[config.mk]
export PLATFORM = sky130hd
export DESIGN_NAME = snow64_long_mul_u16_by_u8_radix_16_flat
export DESIGN_NICKNAME = d
export VERILOG_FILES = /design/src/rtl/snow64_long_mul_u16_by_u8_radix_16_pkg.sv /design/src/rtl/snow64_long_mul_u16_by_u8_radix_16_if.sv /design/src/rtl/snow64_radix_16_multiple_table.sv /design/src/rtl/snow64_long_mul_u16_by_u8_radix_16.sv /design/src/flat_wrapper.sv
export SDC_FILE = /design/constraint.sdc
export NUM_CORES = 1
export LEC_CHECK = 0
export CAP_MARGIN = 30
export CELL_PAD_IN_SITES_DETAIL_PLACEMENT = 0
export CELL_PAD_IN_SITES_GLOBAL_PLACEMENT = 1
export CORE_ASPECT_RATIO = 0.7
export CORE_MARGIN = 3
export CORE_UTILIZATION = 50
export CTS_CLUSTER_SIZE = 14
export DETAILED_ROUTE_END_ITERATION = 10
export GPL_ROUTABILITY_DRIVEN = 0
export PLACE_DENSITY_LB_ADDON = 0.1
export SETUP_SLACK_MARGIN = 0.5
export SYNTH_ARGS = -nofsm -noshare
export SYNTH_HDL_FRONTEND = slang
export SYNTH_SLANG_ARGS = --single-unit
[constraint.sdc]
create_clock -name clk -period 12.07 [get_ports clk]
set_input_delay 1.8105 -clock clk [delete_from_list [all_inputs] [get_ports clk]]
set_output_delay 1.8105 -clock clk [all_outputs]
set_load 0.005 [all_outputs]
[src/rtl/snow64_long_mul_u16_by_u8_radix_16_pkg.sv]
// ----------------------------------------------------------------------------
// snow64_long_mul_u16_by_u8_radix_16_pkg
// Shared constants and types for the radix-16 u16 x u8 multiply-accumulate
// unit. This is the reconstruction partner of the u16-by-u8 radix-16 divider.
// Holds operand/result widths, radix constants and the FSM state type.
// ----------------------------------------------------------------------------
package snow64_long_mul_u16_by_u8_radix_16_pkg;

  localparam int WIDTH__IN_A       = 16;
  localparam int MSB_POS__IN_A     = WIDTH__IN_A - 1;
  localparam int WIDTH__IN_B       = 8;
  localparam int MSB_POS__IN_B     = WIDTH__IN_B - 1;
  localparam int WIDTH__IN_C       = 8;
  localparam int MSB_POS__IN_C     = WIDTH__IN_C - 1;
  localparam int WIDTH__OUT_DATA   = 24;
  localparam int MSB_POS__OUT_DATA = WIDTH__OUT_DATA - 1;
  localparam int WIDTH__MULT_ARR   = 12;
  localparam int MSB_POS__MULT_ARR = WIDTH__MULT_ARR - 1;

  localparam int RADIX              = 16;
  localparam int BITS_PER_ITERATION = 4;

  typedef enum logic {
    StIdle    = 1'b0,
    StWorking = 1'b1
  } state_t;

endpackage

[src/rtl/snow64_long_mul_u16_by_u8_radix_16_if.sv]
// ----------------------------------------------------------------------------
// snow64_long_mul_u16_by_u8_radix_16_if
// Command/result bundle shared with the radix-16 long divider, so a requester
// can drive either unit.
//   master : requester (drives in_*, observes out_*)
//   slave  : the multiply-accumulate unit
// Signals: in_start, in_a[15:0], in_b[7:0], in_c[7:0] (only with
// SNOW64_LONG_MUL_U16_BY_U8_ADDEND_EN), out_data_valid, out_can_accept_cmd,
// out_data[23:0].
// ----------------------------------------------------------------------------
interface snow64_long_mul_u16_by_u8_radix_16_if;
  import snow64_long_mul_u16_by_u8_radix_16_pkg::*;

  logic                     in_start;
  logic [MSB_POS__IN_A:0]   in_a;
  logic [MSB_POS__IN_B:0]   in_b;
`ifdef SNOW64_LONG_MUL_U16_BY_U8_ADDEND_EN
  logic [MSB_POS__IN_C:0]   in_c;
`endif
  logic                     out_data_valid;
  logic                     out_can_accept_cmd;
  logic [MSB_POS__OUT_DATA:0] out_data;

`ifdef SNOW64_LONG_MUL_U16_BY_U8_ADDEND_EN
  modport master (
    output in_start, in_a, in_b, in_c,
    input  out_data_valid, out_can_accept_cmd, out_data
  );
  modport slave (
    input  in_start, in_a, in_b, in_c,
    output out_data_valid, out_can_accept_cmd, out_data
  );
`else
  modport master (
    output in_start, in_a, in_b,
    input  out_data_valid, out_can_accept_cmd, out_data
  );
  modport slave (
    input  in_start, in_a, in_b,
    output out_data_valid, out_can_accept_cmd, out_data
  );
`endif

endinterface

[src/rtl/snow64_radix_16_multiple_table.sv]
// ----------------------------------------------------------------------------
// snow64_radix_16_multiple_table
// Registered table of the sixteen multiples b*k (k = 0..15) of the 8-bit
// multiplier, loaded on a strobe so each working cycle needs only a mux.
// Ports:
//   clk    in   clock
//   rst    in   asynchronous active-high reset (table cleared)
//   i_load in   load strobe; table captures multiples of i_b
//   i_b    in   8-bit multiplier
//   o_mult out  16 x 12-bit multiples, o_mult[k] = i_b * k
// ----------------------------------------------------------------------------
module snow64_radix_16_multiple_table
  import snow64_long_mul_u16_by_u8_radix_16_pkg::*;
(
  input  logic                                     clk,
  input  logic                                     rst,
  input  logic                                     i_load,
  input  logic [MSB_POS__IN_B:0]                   i_b,
  output logic [RADIX-1:0][MSB_POS__MULT_ARR:0]    o_mult
);

  logic [RADIX-1:0][MSB_POS__MULT_ARR:0] r_mult;

  // NOTE: this small table is reset because the reset state is specified as
  // all-zero; a large RAM-style array would normally be left unreset.
  always_ff @(posedge clk or posedge rst) begin
    if (rst) begin
      r_mult <= '0;
    end else if (i_load) begin
      for (int k = 0; k < RADIX; k++) begin
        r_mult[k] <= WIDTH__MULT_ARR'(i_b) * WIDTH__MULT_ARR'(k);
      end
    end
  end

  assign o_mult = r_mult;

endmodule

[src/rtl/snow64_long_mul_u16_by_u8_radix_16.sv]
// ----------------------------------------------------------------------------
// snow64_long_mul_u16_by_u8_radix_16
// Sequential radix-16 multiply-accumulate: out_data = a * b (+ c).
// One 4-bit digit of a per cycle, most-significant first; 4 working cycles
// after the accepting edge, 5 cycles per operation.
// Optional feature macro: SNOW64_LONG_MUL_U16_BY_U8_ADDEND_EN
//   defined   -> in_c exists, result is a*b + c
//   undefined -> no in_c, result is a*b (same latency)
// Ports:
//   clk  in  clock
//   rst  in  asynchronous active-high reset
//   bus  slave modport of snow64_long_mul_u16_by_u8_radix_16_if
// ----------------------------------------------------------------------------
module snow64_long_mul_u16_by_u8_radix_16
  import snow64_long_mul_u16_by_u8_radix_16_pkg::*;
(
  input  logic                                  clk,
  input  logic                                  rst,
  snow64_long_mul_u16_by_u8_radix_16_if.slave   bus
);

  state_t                              r_state;
  logic [MSB_POS__IN_A:0]              r_a;
  logic [MSB_POS__OUT_DATA:0]          r_acc;
  logic [1:0]                          r_i;
  logic [MSB_POS__OUT_DATA:0]          r_data;
  logic                                r_valid;
  logic                                r_can_accept;

  logic                                w_accept;
  logic [RADIX-1:0][MSB_POS__MULT_ARR:0] w_mult;
  logic [BITS_PER_ITERATION-1:0]       w_digit;
  logic [MSB_POS__IN_C:0]              w_addend;
  logic [MSB_POS__OUT_DATA:0]          w_next_acc;

`ifdef SNOW64_LONG_MUL_U16_BY_U8_ADDEND_EN
  logic [MSB_POS__IN_C:0]              r_c;

  always_ff @(posedge clk or posedge rst) begin
    if (rst)           r_c <= '0;
    else if (w_accept) r_c <= bus.in_c;
  end

  assign w_addend = r_c;
`else
  assign w_addend = '0;
`endif

  assign w_accept = (r_state == StIdle) && bus.in_start;

  snow64_radix_16_multiple_table u_table (
    .clk    (clk),
    .rst    (rst),
    .i_load (w_accept),
    .i_b    (bus.in_b),
    .o_mult (w_mult)
  );

  // NOTE: every combinational output gets a default before any branch so no
  // path leaves it unassigned and no latch is inferred.
  always_comb begin
    w_digit    = '0;
    w_next_acc = '0;
    w_digit    = r_a[{r_i, 2'b00} +: BITS_PER_ITERATION];
    // Addend joins only on the last digit so it lands unshifted.
    w_next_acc = (r_acc << BITS_PER_ITERATION)
               + WIDTH__OUT_DATA'(w_mult[w_digit])
               + ((r_i == 2'd0) ? WIDTH__OUT_DATA'(w_addend) : '0);
  end

  // NOTE: all state uses non-blocking assignments so every register samples
  // the pre-edge values of the others regardless of statement order.
  always_ff @(posedge clk or posedge rst) begin
    if (rst) begin
      r_state      <= StIdle;
      r_a          <= '0;
      r_acc        <= '0;
      r_i          <= '0;
      r_data       <= '0;
      r_valid      <= 1'b0;
      r_can_accept <= 1'b1;
    end else begin
      case (r_state)
        StIdle: begin
          if (bus.in_start) begin
            r_a          <= bus.in_a;
            r_acc        <= '0;
            r_i          <= 2'd3;
            r_valid      <= 1'b0;
            r_can_accept <= 1'b0;
            r_state      <= StWorking;
          end
        end
        StWorking: begin
          r_acc <= w_next_acc;
          if (r_i == 2'd0) begin
            r_data       <= w_next_acc;
            r_valid      <= 1'b1;
            r_can_accept <= 1'b1;
            r_state      <= StIdle;
          end else begin
            r_i <= r_i - 2'd1;
          end
        end
        default: r_state <= StIdle;
      endcase
    end
  end

  assign bus.out_data           = r_data;
  assign bus.out_data_valid     = r_valid;
  assign bus.out_can_accept_cmd = r_can_accept;

endmodule

[src/flat_wrapper.sv]
// flat-port wrapper written by rule: the top's interface ports become plain ports
module snow64_long_mul_u16_by_u8_radix_16_flat import snow64_long_mul_u16_by_u8_radix_16_pkg::*;
  (clk, rst, bus_in_start, bus_in_a, bus_in_b, bus_out_data_valid, bus_out_can_accept_cmd, bus_out_data);
  snow64_long_mul_u16_by_u8_radix_16_if bus_i ();
  input  logic clk;
  input  logic rst;
  input wire logic [$bits(bus_i.in_start)-1:0] bus_in_start;
  input wire logic [$bits(bus_i.in_a)-1:0] bus_in_a;
  input wire logic [$bits(bus_i.in_b)-1:0] bus_in_b;
  output wire logic [$bits(bus_i.out_data_valid)-1:0] bus_out_data_valid;
  output wire logic [$bits(bus_i.out_can_accept_cmd)-1:0] bus_out_can_accept_cmd;
  output wire logic [$bits(bus_i.out_data)-1:0] bus_out_data;
  assign bus_i.in_start = bus_in_start;
  assign bus_i.in_a = bus_in_a;
  assign bus_i.in_b = bus_in_b;
  assign bus_out_data_valid = bus_i.out_data_valid;
  assign bus_out_can_accept_cmd = bus_i.out_can_accept_cmd;
  assign bus_out_data = bus_i.out_data;
  snow64_long_mul_u16_by_u8_radix_16 u_core (.clk(clk), .rst(rst), .bus(bus_i));
endmodule
; ---- Word level (Yosys, flattened, before mapping)
; Cells that the tools add are included.
[totals]
register_bits = 195
inputBits = 27
out_inout_bits = 26
wordCells = 57
[op_classes]
addsub = 2
mul = 11
order_cmp = 1
eq_ne = 3
shift = 1
mux = 13
n_bitwise = 1
n_reduce_logical = 6
[op_table]
columns = operator, count
row1 = binary-select mux 12 bit (select 4 bit), 1
row2 = "multiplier 8 x 4 -> 12 bit, second input constant", 4
row3 = "multiplier 8 x 3 -> 11 bit, second input constant", 4
row4 = case mux 20 bit (2 select lines), 1
row5 = "multiplier 8 x 2 -> 10 bit, second input constant", 3
row6 = adder 24 x 12 -> 24 bit, 1
row7 = two-way mux 20 bit, 1
row8 = indexed part select 16 x 5 -> 4 bit, 1
row9 = two-way mux 12 bit, 1
row10 = AND reduction 2 bit, 4
row11 = "!= test 2 bit, second input constant", 3
row12 = "less-than comparator 4 x 5 -> 1 bit, second input constant", 1
row13 = two-way mux 1 bit, 4
row14 = two-way mux 2 bit, 2
row15 = case mux 1 bit (2 select lines), 2
row16 = case mux 2 bit (2 select lines), 1
row17 = zero test 2 bit, 1
row18 = "subtractor 2 x 1 -> 2 bit, second input constant", 1
row19 = logical AND 1 bit, 1
row20 = NOT 1 bit, 1

; ---- Logic depth before layout (Yosys ltp)
; Gate-level depths: netlist of the first run.
[depth]
ltp_word = 5
ltp_mapped = 17

; ---- Modules after synthesis
; From an unflattened synthesis of the first run, not the netlist that was laid out.
[unflattened]
hier_cells = 1097
hier_area_um2 = 11145.7
[modules_own_cells]
columns = module, n_inst, cells_each, area_per_inst_um2, seq_area_each_um2
row1 = snow64_radix_16_multiple_table, 1, 648, 6442.4, 1776.7
row2 = snow64_long_mul_u16_by_u8_radix_16, 1, 449, 4703.3, 1627.8

; ---- Worst setup path before layout of the first run
; Ideal clock, no wire load.
[synth_timing]
path_kind = input-to-reg
startpoint = input port bus_in_b[0]
endpoint = register u_core.u_table.r_mult, in the netlist u_core.u_table.o_mult[191]
setup_ns = 0.069
t_arrival_ns = 4.408
setup_slack_ns = 7.593
stages = 11
cell_sequence = fa_1 inv_1 fa_1 inv_1 ha_1 a21o_1 nand3_1 a31oi_1 o41ai_1 or4b_2 nand3_1
[synth_via]
elab_chain_cells = 1
[synth_rtl]
columns = element, line_no
row1 = from (decl), flat_wrapper.sv:9  ; input wire logic [$bits(bus_i.in_b)-1:0] bus_in_b;
row2 = multiplier 8 x 4 -> 12 bit, snow64_radix_16_multiple_table.sv:31  ; r_mult[k] <= WIDTH__MULT_ARR'(i_b) * WIDTH__MULT_ARR'(k);
row3 = "to (signal, indexed assignment)", snow64_radix_16_multiple_table.sv:31
row4 = to (decl), snow64_radix_16_multiple_table.sv:22  ; logic [RADIX-1:0][MSB_POS__MULT_ARR:0] r_mult;
; No other way between the ends.
; A chain may end at the register's enable or synchronous reset.

; ---- Worst setup path after layout of the first run
[layout_timing]
startpoint = input port bus_in_b[2]
endpoint = register u_core.u_table.r_mult, in the netlist u_core.u_table.o_mult[191]
; Same word-level chain as after synthesis.

==> metrics.yaml, run 1 <==
fillers: 1664
dieHeight_um: 123
skew_ps: 11.4
fin_crit_sh_pct: 43.4
pin_count: 53
endpoint_kind: "flip-flop"
vias_per_cell: 5.76
grt_pass1_wl_um: 41700
grt_usage_pct: 25.1
ff_latch_area_um2: 3400
htreeDepth: 4
highest_layer: "met4"
report.final.hold_viol_count: 0
syn_area_um2: 9790
grt-ovfl-total: 0
synthCells: 1017
fin_crit_ps: 5240
core_area_um2: 19100
place_ws_ps: 6390
wirelength_um: 25200
seq_power_share_pct: 27.0
worstPathMaxFanout: 12
wl_met1_um: 13100
io_buffers: 52
syn_to_final_growth_pct: 13.7
power_switching_uw: 1410
p_comb_share_pct: 56.0
cts-resized-gates: 0
wl_met2_um: 10400
maxCapViolations: 0
wl_per_cell_um: 19.0
slowest_delay_ps: 760
synth.top_cells.by_area: "dfrtp_1 35%, ha_1 9.8%, nand2_1 7.4%"
dieWidth_um: 173
drt-initial-drc-count: 720
switching_share_pct: 43.5
first_global_vias: 7193
p_int_uw: 1830
slowest_stage: "clkdlybuf4s50_1"
multiInputGateArea_um2: 5950
antenna_cells: 0
max_freq_mhz: 191
cts_sinks: 136
holdBufCountCts: 0
fin_hold_ws_ps: 474
crit_type: "in -> reg"
clk_path_buf_depth: 2
cts_tree: "done"
antenna_found_initial: 0
synth_edf_count: 0
p_leak_uw: 0.00512
synth_top_area_share_pct: 34.5
root_buffer: "clkbuf_16"
power_frac_clock_pct: 17.0
yosysWarnings: 0
seq_area_frac_synth_pct: 34.8
cp-start-kind: "primary input"
yosys_register_bits: 136
path_clk_slew_ps: 70
syn_area_per_cell_um2: 9.63
yosys.area.top_type: "dfrtp_1"
stdcell_area_um2: 11100
dieArea_um2: 21300
synth-async-reset-ratio_pct: 100
placed_area_um2: 10500
worst_slew_pin_slew_ps: 904
layout.nets: 1186
critPathRequiredTime_ps: 12440
dp_hpwl_um: 17900
dr.pass1.iters: 6
synth_cell_types: 60
clock_latency_ps: 430
num_vias: 7625
vdd_drop_max_mv: 0.141
start_util_pct: 51.3
status: "finished, final reports clean"
fin_tns_setup_ps: 0
synth_fp_nets: 1156
power_density_nw_per_um2: 291
slew_headroom_pct: 39.7
rows: 42
cts_setup_buffers: 0
wl_met3_um: 1460
finalMaxSlewViolations: 0
hp-class: "reg -> reg"
setup_slack_ps: 6830
synth_ff_type: "dfrtp_1"
cp.arrival_ps: 5610
grt_max_degree: 83
rsz0062_at_grt: "no"
post-route-util_pct: 58.3
numCtsBuffers: 17
final-setup-viol-count: 0
antenna_left: 0
crit_chain: "clkdlybuf4s50_1 -> fa_1 -> inv_1 -> fa_1 -> inv_1 -> ha_1 -> a21o_1 -> nand3_1 -> a31oi_1 -> o41ai_1 -> or4b_2 -> nand3_1"
drive_above_1_share_pct: 9.25
drc: 0
[final timing paths]
| path | start | endpoint | slack (ps) | cells past startpoint |
|---|---|---|---|---|
| min | u_core.r_a[15]$_DFFE_PP0P_ | u_core.r_a[15]$_DFFE_PP0P_ | 470 | 2 |
| min reg2reg | u_core.r_a[15]$_DFFE_PP0P_ | u_core.r_a[15]$_DFFE_PP0P_ | 470 | 2 |
| max reg2reg | u_core.r_i[0]$_DFFE_PP0P_ | u_core.bus.out_data[10]$_DFFE_PP0P_ | 7400 | 16 |
| max | bus_in_b[2] | u_core.u_table.o_mult[191]$_DFFE_PP0P_ | 6830 | 12 |
| max in group asynchronous | rst | u_core.u_table.o_mult[177]$_DFFE_PP0P_ | 8910 | 3 |
| min in group asynchronous | rst | u_core.r_a[5]$_DFFE_PP0P_ | 1910 | 2 |
[placed cells by master (no fill, tap or decap), types with 29 or more instances in the layout]
cell type,instances
dfrtp_1,135
inv_1,58
xnor2_1,29
o21ai_0,64
nand2_1,193
a21oi_1,42
ha_1,77
clkdlybuf4s50_1,52
fa_1,35
nor2_1,33
[power groups by stage]
stage / Clock (µW) / Sequential [µW] / Combinational, µW
after global placement: 0 / 870 / 1790
final: 551 / 873 / 1810
after floorplan: 0 / 794 / 1380
after CTS: 560 / 870 / 1820
after global routing: 583 / 902 / 2020
after detailed placement: 0 / 872 / 1800
[worst max-delay path, delay by kind of cell]
kind	cells	cell delay, ps
buffers and inverters	3	860
and+or+nand+nor	3	830
adders and majority gates	3	1450
AOI/OAI and AO/OA	3	640
[cell families after synthesis]
family	Yosys count	share of synthesized area (%)
buf+inv	112	4.64
mux	58	9.39
fa+ha+maj	112	17.0
compound gates	231	15.4
xor+xnor	41	3.67
flops	136	34.8
simple gates	327	15.1
[synthesized netlist by cell type, types with 8 or more instances]
master and instances:
nand2_1 194, dfrtp_1 135, ha_1 77, o21ai_0 64, inv_1 59, a21oi_1 42, fa_1 35, clkbuf_1 34
nor2_1 33, xnor2_1 29, mux4_2 25, a21o_1 22, nor3_1 21, mux2i_1 18, nand3_1 16, nor3b_1 16
o21a_1 15, a31oi_1 14, xor2_1 12, mux2_2 11, o21bai_1 10, a211oi_1 9, buf_2 9, nor2b_1 8
o31ai_1 8
[layer usage]
| layer | vias to the layer above | GRT usage [%] |
|---|---|---|
| met5 | - | 0 |
| met3 | 21 | 4.94 |
| met4 | 0 | 5.11 |
| met2 | 214 | 35.0 |
| met1 | 3723 | 40.1 |
| li1 | 3667 | - |
[metrics by stage]
stage / cells / total power [µW]
after global routing: 1324 / 3510
final: 1324 / 3240
after CTS: 1324 / 3250
after global placement: 1292 / 2660
after floorplan: 1017 / 2180
after detailed placement: 1292 / 2670
[area by class of cell]
class	count	share of cell area (%)
timing repair buffer	64	5.49
clock inverter	14	1.55
tap	264	2.97
inverter	59	2.03
clock buffer	18	3.95
multi-input combinational	769	53.4
sequential	136	30.6
[flip-flops by register name, summed over array words and instances, names as in the netlist]
| signal | count |
|---|---|
| u_core.r_i | 2 |
| u_core.r_state | 1 |
| u_core.r_a | 16 |
| u_core.bus.out_data | 24 |
| u_core.bus.out_data_valid | 1 |
| u_core.r_acc | 20 |
| u_core.bus.out_can_accept_cmd | 1 |
| u_core.u_table.o_mult | 71 |
Power figures use the tool's default switching activity.
==> run 2, diff against run 1 <==
CORE_UTILIZATION = 43   (was 50)
clock period = 4.65 ns   (was 12.07 ns; I/O delays follow)
==> metrics.yaml, run 2 (same netlist as run 1, synthesis figures left out) <==
dr.pass1.iters: 5  # was 6
status: "finished, final reports clean"  # unchanged
met3_usage_pct: 4.23  # was 4.94%
rows: 45  # was 42
r2r-end: "u_core.r_acc[10]$_DFFE_PP0P_"  # was u_core.bus.out_data[10]$_DFFE_PP0P_
layout.cells.most_common: "nand2_1"  # unchanged
crit_buf_inv: 1  # was 3
largest_reg_flops: 71  # unchanged
first_global_vias: 7513  # was 7193
hp-class: "reg -> reg"  # unchanged
dp_cells: 1355  # was 1292
wirelength_um: 27100  # was 25200 µm
cp_num_cells: 13  # was 12
cp.arrival_ps: 4310  # was 5610 ps
rsz0062_at_grt: "no"  # unchanged
clk_path_buf_depth: 2  # unchanged
holdBufCountCts: 0  # unchanged
r2r_slack_ps: 650  # was 7400 ps
grt_pass1_wl_um: 43900  # was 41700 µm
r2r-start: "u_core.r_i[0]$_DFFE_PP0P_"  # unchanged
numCtsBuffers: 17  # unchanged
io_buffers: 52  # unchanged
crit_family: "compound AO/OA/AOI/OAI gates"  # was adder cells
start_util_pct: 44.5  # was 51.3%
syn_to_final_growth_pct: 16.4  # was 13.7%
final_cells: 1395  # was 1324
drive_above_1_share_pct: 12.1  # was 9.25%
antenna_cells: 0  # unchanged
cts_tree: "done"  # unchanged
drt-initial-drc-count: 566  # was 720
power_density_nw_per_um2: 751  # was 291 nW/µm²
num_vias: 7704  # was 7625
top_usage_layer: "met1"  # unchanged
critPathRequiredTime_ps: 4960  # was 12440 ps
worst_slew_pin_slew_ps: 845  # was 904 ps
slowest_stage: "mux4_2"  # was clkdlybuf4s50_1
cp-start-kind: "flip-flop"  # was primary input
grt_max_degree: 53  # was 83
grt_usage_pct: 22.5  # was 25.1%
dieWidth_um: 186  # was 173 µm
vias_per_cell: 5.52  # was 5.76
slew_headroom_pct: 43.7  # was 39.7%
p_leak_uw: 0.00525  # was 0.00512 µW
layout.nets: 1216  # was 1186
fin_crit_ps: 4000
fin_hold_ws_ps: 474  # about the same
endpoint_kind: "flip-flop"  # unchanged
max_freq_mhz: 250
grt-ovfl-total: 0  # unchanged
cts_sinks: 136  # unchanged
finalMaxSlewViolations: 0  # unchanged
wl_per_cell_um: 19.4  # was 19.0 µm
antenna_left: 0  # unchanged
crit_end: "u_core.r_acc[10]$_DFFE_PP0P_"  # was u_core.u_table.o_mult[191]$_DFFE_PP0P_
layout_common_cells: "193 x nand2_1, 134 x dfrtp_1, 77 x ha_1, 64 x o21ai_0, 58 x inv_1"  # was 193 x nand2_1, 135 x dfrtp_1, 77 x ha_1, 64 x o21ai_0, 58 x inv_1
pin_count: 53  # unchanged
core_area_um2: 22000  # was 19100 µm²
vdd_drop_max_mv: 0.391  # was 0.141 mV
fin_crit_sh_pct: 86.0
slowest_delay_ps: 580  # was 760 ps
worstPathMaxFanout: 14  # was 12
power_uw: 8550  # was 3240 µW
fin_tns_setup_ps: 0  # unchanged
global_route.usage.met1_pct: 37.3  # was 40.1%
path_clk_slew_ps: 60  # was 70 ps
startpoint: "u_core.r_i[0]$_DFFE_PP0P_"  # was bus_in_b[2]
crit_type: "reg -> reg"  # was in -> reg
dieHeight_um: 132  # was 123 µm
dp_hpwl_um: 20300  # was 17900 µm
crit_top_cell: "o21a_1"
crit_chain: "mux4_2 -> buf_12 -> mux2_1 -> a221oi_1 -> nor3_1 -> a221o_1 -> ha_1 -> nor2b_1 -> o21a_1 -> o21a_1 -> o21a_1 -> or3_4 -> a31o_2"  # was clkdlybuf4s50_1 -> fa_1 -> inv_1 -> fa_1 -> inv_1 -> ha_1 -> a21o_1 -> nand3_1 -> a31oi_1 -> o41ai_1 -> or4b_2 -> nand3_1
ff2ff_path_depth: 13  # was 16
final-setup-viol-count: 0  # unchanged
fillers: 2013  # was 1664
skew_ps: 12.9  # was 11.4 ps
maxCapViolations: 0  # unchanged
clock_latency_ps: 430  # about the same
root_buffer: "clkbuf_16"  # unchanged
drc: 0  # unchanged
htreeDepth: 4  # unchanged
dieArea_um2: 24600  # was 21300 µm²
use_met2_pct: 30.2  # was 35.0%
report.final.hold_viol_count: 0  # unchanged
antenna_found_initial: 0  # unchanged
[run 2: worst min-delay path by stage]
stage	start	slack [ps]	cells past startpoint	end
2_1_floorplan	u_core.r_a[11]$_DFFE_PP0P_	440	2	u_core.r_a[11]$_DFFE_PP0P_
4_1_cts	u_core.u_table.o_mult[113]$_DFFE_PP0P_	480	2	u_core.u_table.o_mult[113]$_DFFE_PP0P_
5_1_grt	u_core.bus.out_data_valid$_DFFE_PP0P_	500	2	u_core.bus.out_data_valid$_DFFE_PP0P_
6_report	u_core.bus.out_data_valid$_DFFE_PP0P_	470	2	u_core.bus.out_data_valid$_DFFE_PP0P_
3_5_place_dp	u_core.u_table.o_mult[113]$_DFFE_PP0P_	460	2	u_core.u_table.o_mult[113]$_DFFE_PP0P_
3_3_place_gp	u_core.u_table.o_mult[113]$_DFFE_PP0P_	460	2	u_core.u_table.o_mult[113]$_DFFE_PP0P_
[run 2: per-layer routing]
layer  routed length (µm)  vias up
met5                    0        -
met2                10700      183
li1                     -     3712
met1                14900     3787
met3                 1320       22
met4                  219        0
[run 2: power by group]
part,total [µW],switching (µW),internal (µW)
Combinational,5020,2670,2350
Sequential,2290,518,1770
Clock,1250,559,690
[run 2: stage by stage]
| step | util (%) | worst slack (ps) | cell area (µm²) |
|---|---|---|---|
| detailed placement | 48.9 | 318 | 10800 |
| floorplan | - | 790 | 9790 |
| finish | 51.8 | 652 | 11400 |
| global placement | 48.8 | 377 | 10700 |
| global route | 51.8 | 499 | 11400 |
| CTS | 51.4 | 571 | 11300 |
[run 2: layout make-up]
type	instances	area (µm²)	area share, %
Clock buffer	19	443	3.89
Clock inverter	13	81.3	0.714
Inverter	59	225	1.98
Multi-Input combinational cell	769	5970	52.3
Sequential cell	136	3410	29.9
Tap cell	305	382	3.35
Timing Repair Buffer	94	895	7.85
[run 2: repair_timing]
action	CTS	global route
endpoints found under the setup margin	9	24
resized for setup	2	7
cloned	0	1
setup buffers	4	3
[run 2: worst register-to-register path, cell delays in order (launching register included)]
cell	delay [ps]
dfrtp_2	440
mux4_2	580
buf_12	190
mux2_1	320
a221oi_1	300
nor3_1	90
a221o_1	300
ha_1	320
nor2b_1	150
o21a_1	200
o21a_1	210
o21a_1	200
or3_4	340
a31o_2	250
==> run 3, diff against run 2 <==
SLEW_MARGIN = 30   (was unset)
==> metrics.yaml, run 3 (same netlist as run 1, synthesis figures left out) <==
setup_slack_ps: 655  # was 652 ps
worst_slew_pin_slew_ps: 824  # was 845 ps
pin_count: 53  # unchanged
layout.nets: 1219  # was 1216
io_buffers: 52  # unchanged
crit_family: "compound AO/OA/AOI/OAI gates"  # unchanged
grt-ovfl-total: 0  # unchanged
endpoint_kind: "flip-flop"  # unchanged
wirelength_um: 27500  # was 27100 µm
crit_type: "reg -> reg"  # unchanged
cts_sinks: 136  # unchanged
dieWidth_um: 186  # unchanged
fin_tns_setup_ps: 0  # unchanged
grt_usage_pct: 22.8  # was 22.5%
min_to: "u_core.bus.out_data_valid$_DFFE_PP0P_"  # unchanged
crit_buf_inv: 3  # was 1
critPathRequiredTime_ps: 4970  # was 4960 ps
grt_max_degree: 53  # unchanged
slowest_delay_ps: 580  # about the same
core_area_um2: 22000  # unchanged
rows: 45  # unchanged
layout_common_cells: "193 x nand2_1, 134 x dfrtp_1, 77 x ha_1, 64 x o21ai_0, 58 x inv_1"  # unchanged
syn_to_final_growth_pct: 18.1  # was 16.4%
place_ws_ps: 336  # was 318 ps
dp_hpwl_um: 20200  # was 20300 µm
fin_crit_sh_pct: 85.9  # was 86.0%
dr.pass1.iters: 5  # unchanged
worstPathMaxFanout: 12  # was 14
slowest_stage: "mux4_2"  # unchanged
final-setup-viol-count: 0  # unchanged
dieHeight_um: 132  # unchanged
cp-start-kind: "flip-flop"  # unchanged
status: "finished, final reports clean"  # unchanged
drc: 0  # unchanged
numCtsBuffers: 17  # unchanged
cts_tree: "done"  # unchanged
antenna_cells: 0  # unchanged
fin_hold_ws_ps: 473  # was 474 ps
layout.cells.most_common: "nand2_1"  # unchanged
r2r-start: "u_core.r_i[0]$_DFFE_PP0P_"  # unchanged
htreeDepth: 4  # unchanged
clk_path_buf_depth: 2  # unchanged
skew_ps: 12.9  # about the same
power_uw: 8950  # was 8550 µW
dieArea_um2: 24600  # unchanged
largest_reg_flops: 71  # unchanged
antenna_found_initial: 0  # unchanged
root_buffer: "clkbuf_16"  # unchanged
hp-class: "reg -> reg"  # unchanged
report.final.hold_viol_count: 0  # unchanged
ff2ff_path_depth: 14  # was 13
num_vias: 7692  # was 7704
cp_num_cells: 14  # was 13
drt-initial-drc-count: 535  # was 566
crit_top_cell: "o21a_1"  # unchanged
clock_latency_ps: 440  # was 430 ps
start_util_pct: 44.5  # unchanged
holdPathStages: 2  # unchanged
cp.arrival_ps: 4310  # about the same
drive_above_1_share_pct: 12.4  # was 12.1%
grt_pass1_wl_um: 44300  # was 43900 µm
slew_headroom_pct: 45.1  # was 43.7%
vdd_drop_max_mv: 0.377  # was 0.391 mV
fin_crit_ps: 3990  # was 4000 ps
min_from: "u_core.bus.out_data_valid$_DFFE_PP0P_"  # unchanged
finalMaxSlewViolations: 0  # unchanged
vias_per_cell: 5.50  # was 5.52
crit_chain: "mux4_2 -> buf_12 -> buf_4 -> mux4_2 -> a221o_1 -> ha_1 -> inv_1 -> fa_2 -> nor2b_1 -> o21a_1 -> o21a_1 -> o21a_1 -> or3_4 -> a31o_2"  # was mux4_2 -> buf_12 -> mux2_1 -> a221oi_1 -> nor3_1 -> a221o_1 -> ha_1 -> nor2b_1 -> o21a_1 -> o21a_1 -> o21a_1 -> or3_4 -> a31o_2
rsz0062_at_grt: "no"  # unchanged
antenna_left: 0  # unchanged
maxCapViolations: 0  # unchanged
r2r-end: "u_core.bus.out_data[10]$_DFFE_PP0P_"  # was u_core.r_acc[10]$_DFFE_PP0P_
wl_per_cell_um: 19.6  # was 19.4 µm
path_clk_slew_ps: 60  # about the same
power_density_nw_per_um2: 774  # was 751 nW/µm²
max_freq_mhz: 250  # about the same
r2r_slack_ps: 660  # was 650 ps
first_global_vias: 7565  # was 7513
p_leak_uw: 0.00533  # was 0.00525 µW
## run 3: layer usage
layer | share of wire, % | GRT usage (%) | vias up
met5 | 0 | 0 | -
met4 | 1.0 | 4.66 | 0
met3 | 4.7 | 3.80 | 20
met2 | 39 | 30.9 | 190
met1 | 55 | 37.7 | 3752
li1 | - | - | 3730
## run 3: worst reg2reg max path, stage by stage (launching register included)
cell     delay [ps]
dfrtp_2         440
mux4_2          580
buf_12          180
buf_4           130
mux4_2          460
a221o_1         340
ha_1            210
inv_1            80
fa_2            200
nor2b_1          60
o21a_1          210
o21a_1          220
o21a_1          200
or3_4           340
a31o_2          250
## run 3: how the worst max path moves through the flow
| stage | startpoint | to | slack [ps] |
|---|---|---|---|
| 2_1_floorplan | u_core.r_i[0]$_DFFE_PP0P_ | u_core.r_acc[10]$_DFFE_PP0P_ | 790 |
| 3_3_place_gp | bus_in_b[1] | u_core.u_table.o_mult[191]$_DFFE_PP0P_ | 380 |
| 3_5_place_dp | bus_in_b[1] | u_core.u_table.o_mult[191]$_DFFE_PP0P_ | 340 |
| 4_1_cts | u_core.r_i[0]$_DFFE_PP0P_ | u_core.r_acc[10]$_DFFE_PP0P_ | 570 |
| 5_1_grt | u_core.r_i[0]$_DFFE_PP0P_ | u_core.r_acc[10]$_DFFE_PP0P_ | 510 |
| 6_report | u_core.r_i[0]$_DFFE_PP0P_ | u_core.bus.out_data[10]$_DFFE_PP0P_ | 660 |
## run 3: per-stage QoR
stage          area [µm²]  std cells  util, %
5_1_grt             11600       1398     52.5
3_3_place_gp        10700       1354     48.8
4_1_cts             11500       1390     52.0
3_5_place_dp        10800       1355     48.9
6_report            11600       1398     52.5
2_1_floorplan        9790       1017        -
## run 3: what timing repair did
action,CTS,global route
buffers inserted,3,7
resized for setup,2,6
pin swaps,0,1
hold buffers,0,0
endpoints found under the setup margin,12,23
gates cloned,0,1
## run 3: power by group
part / leakage [µW] / internal, µW / switching [µW]
Sequential: 0.00168 / 1770 / 530
Combinational: 0.00332 / 2370 / 2710
Clock: 0.000328 / 1010 / 567
Total: 0.00533 / 5140 / 3800
## run 3: cell type report
cell class | instances | area, µm²
clock buffers | 17 | 425
clock inverters | 15 | 246
fillers | 1998 | 10500
inverters | 59 | 225
multi-input cells | 769 | 5970
flip-flops and latches | 136 | 3410
well taps | 305 | 382
repair buffers | 97 | 913
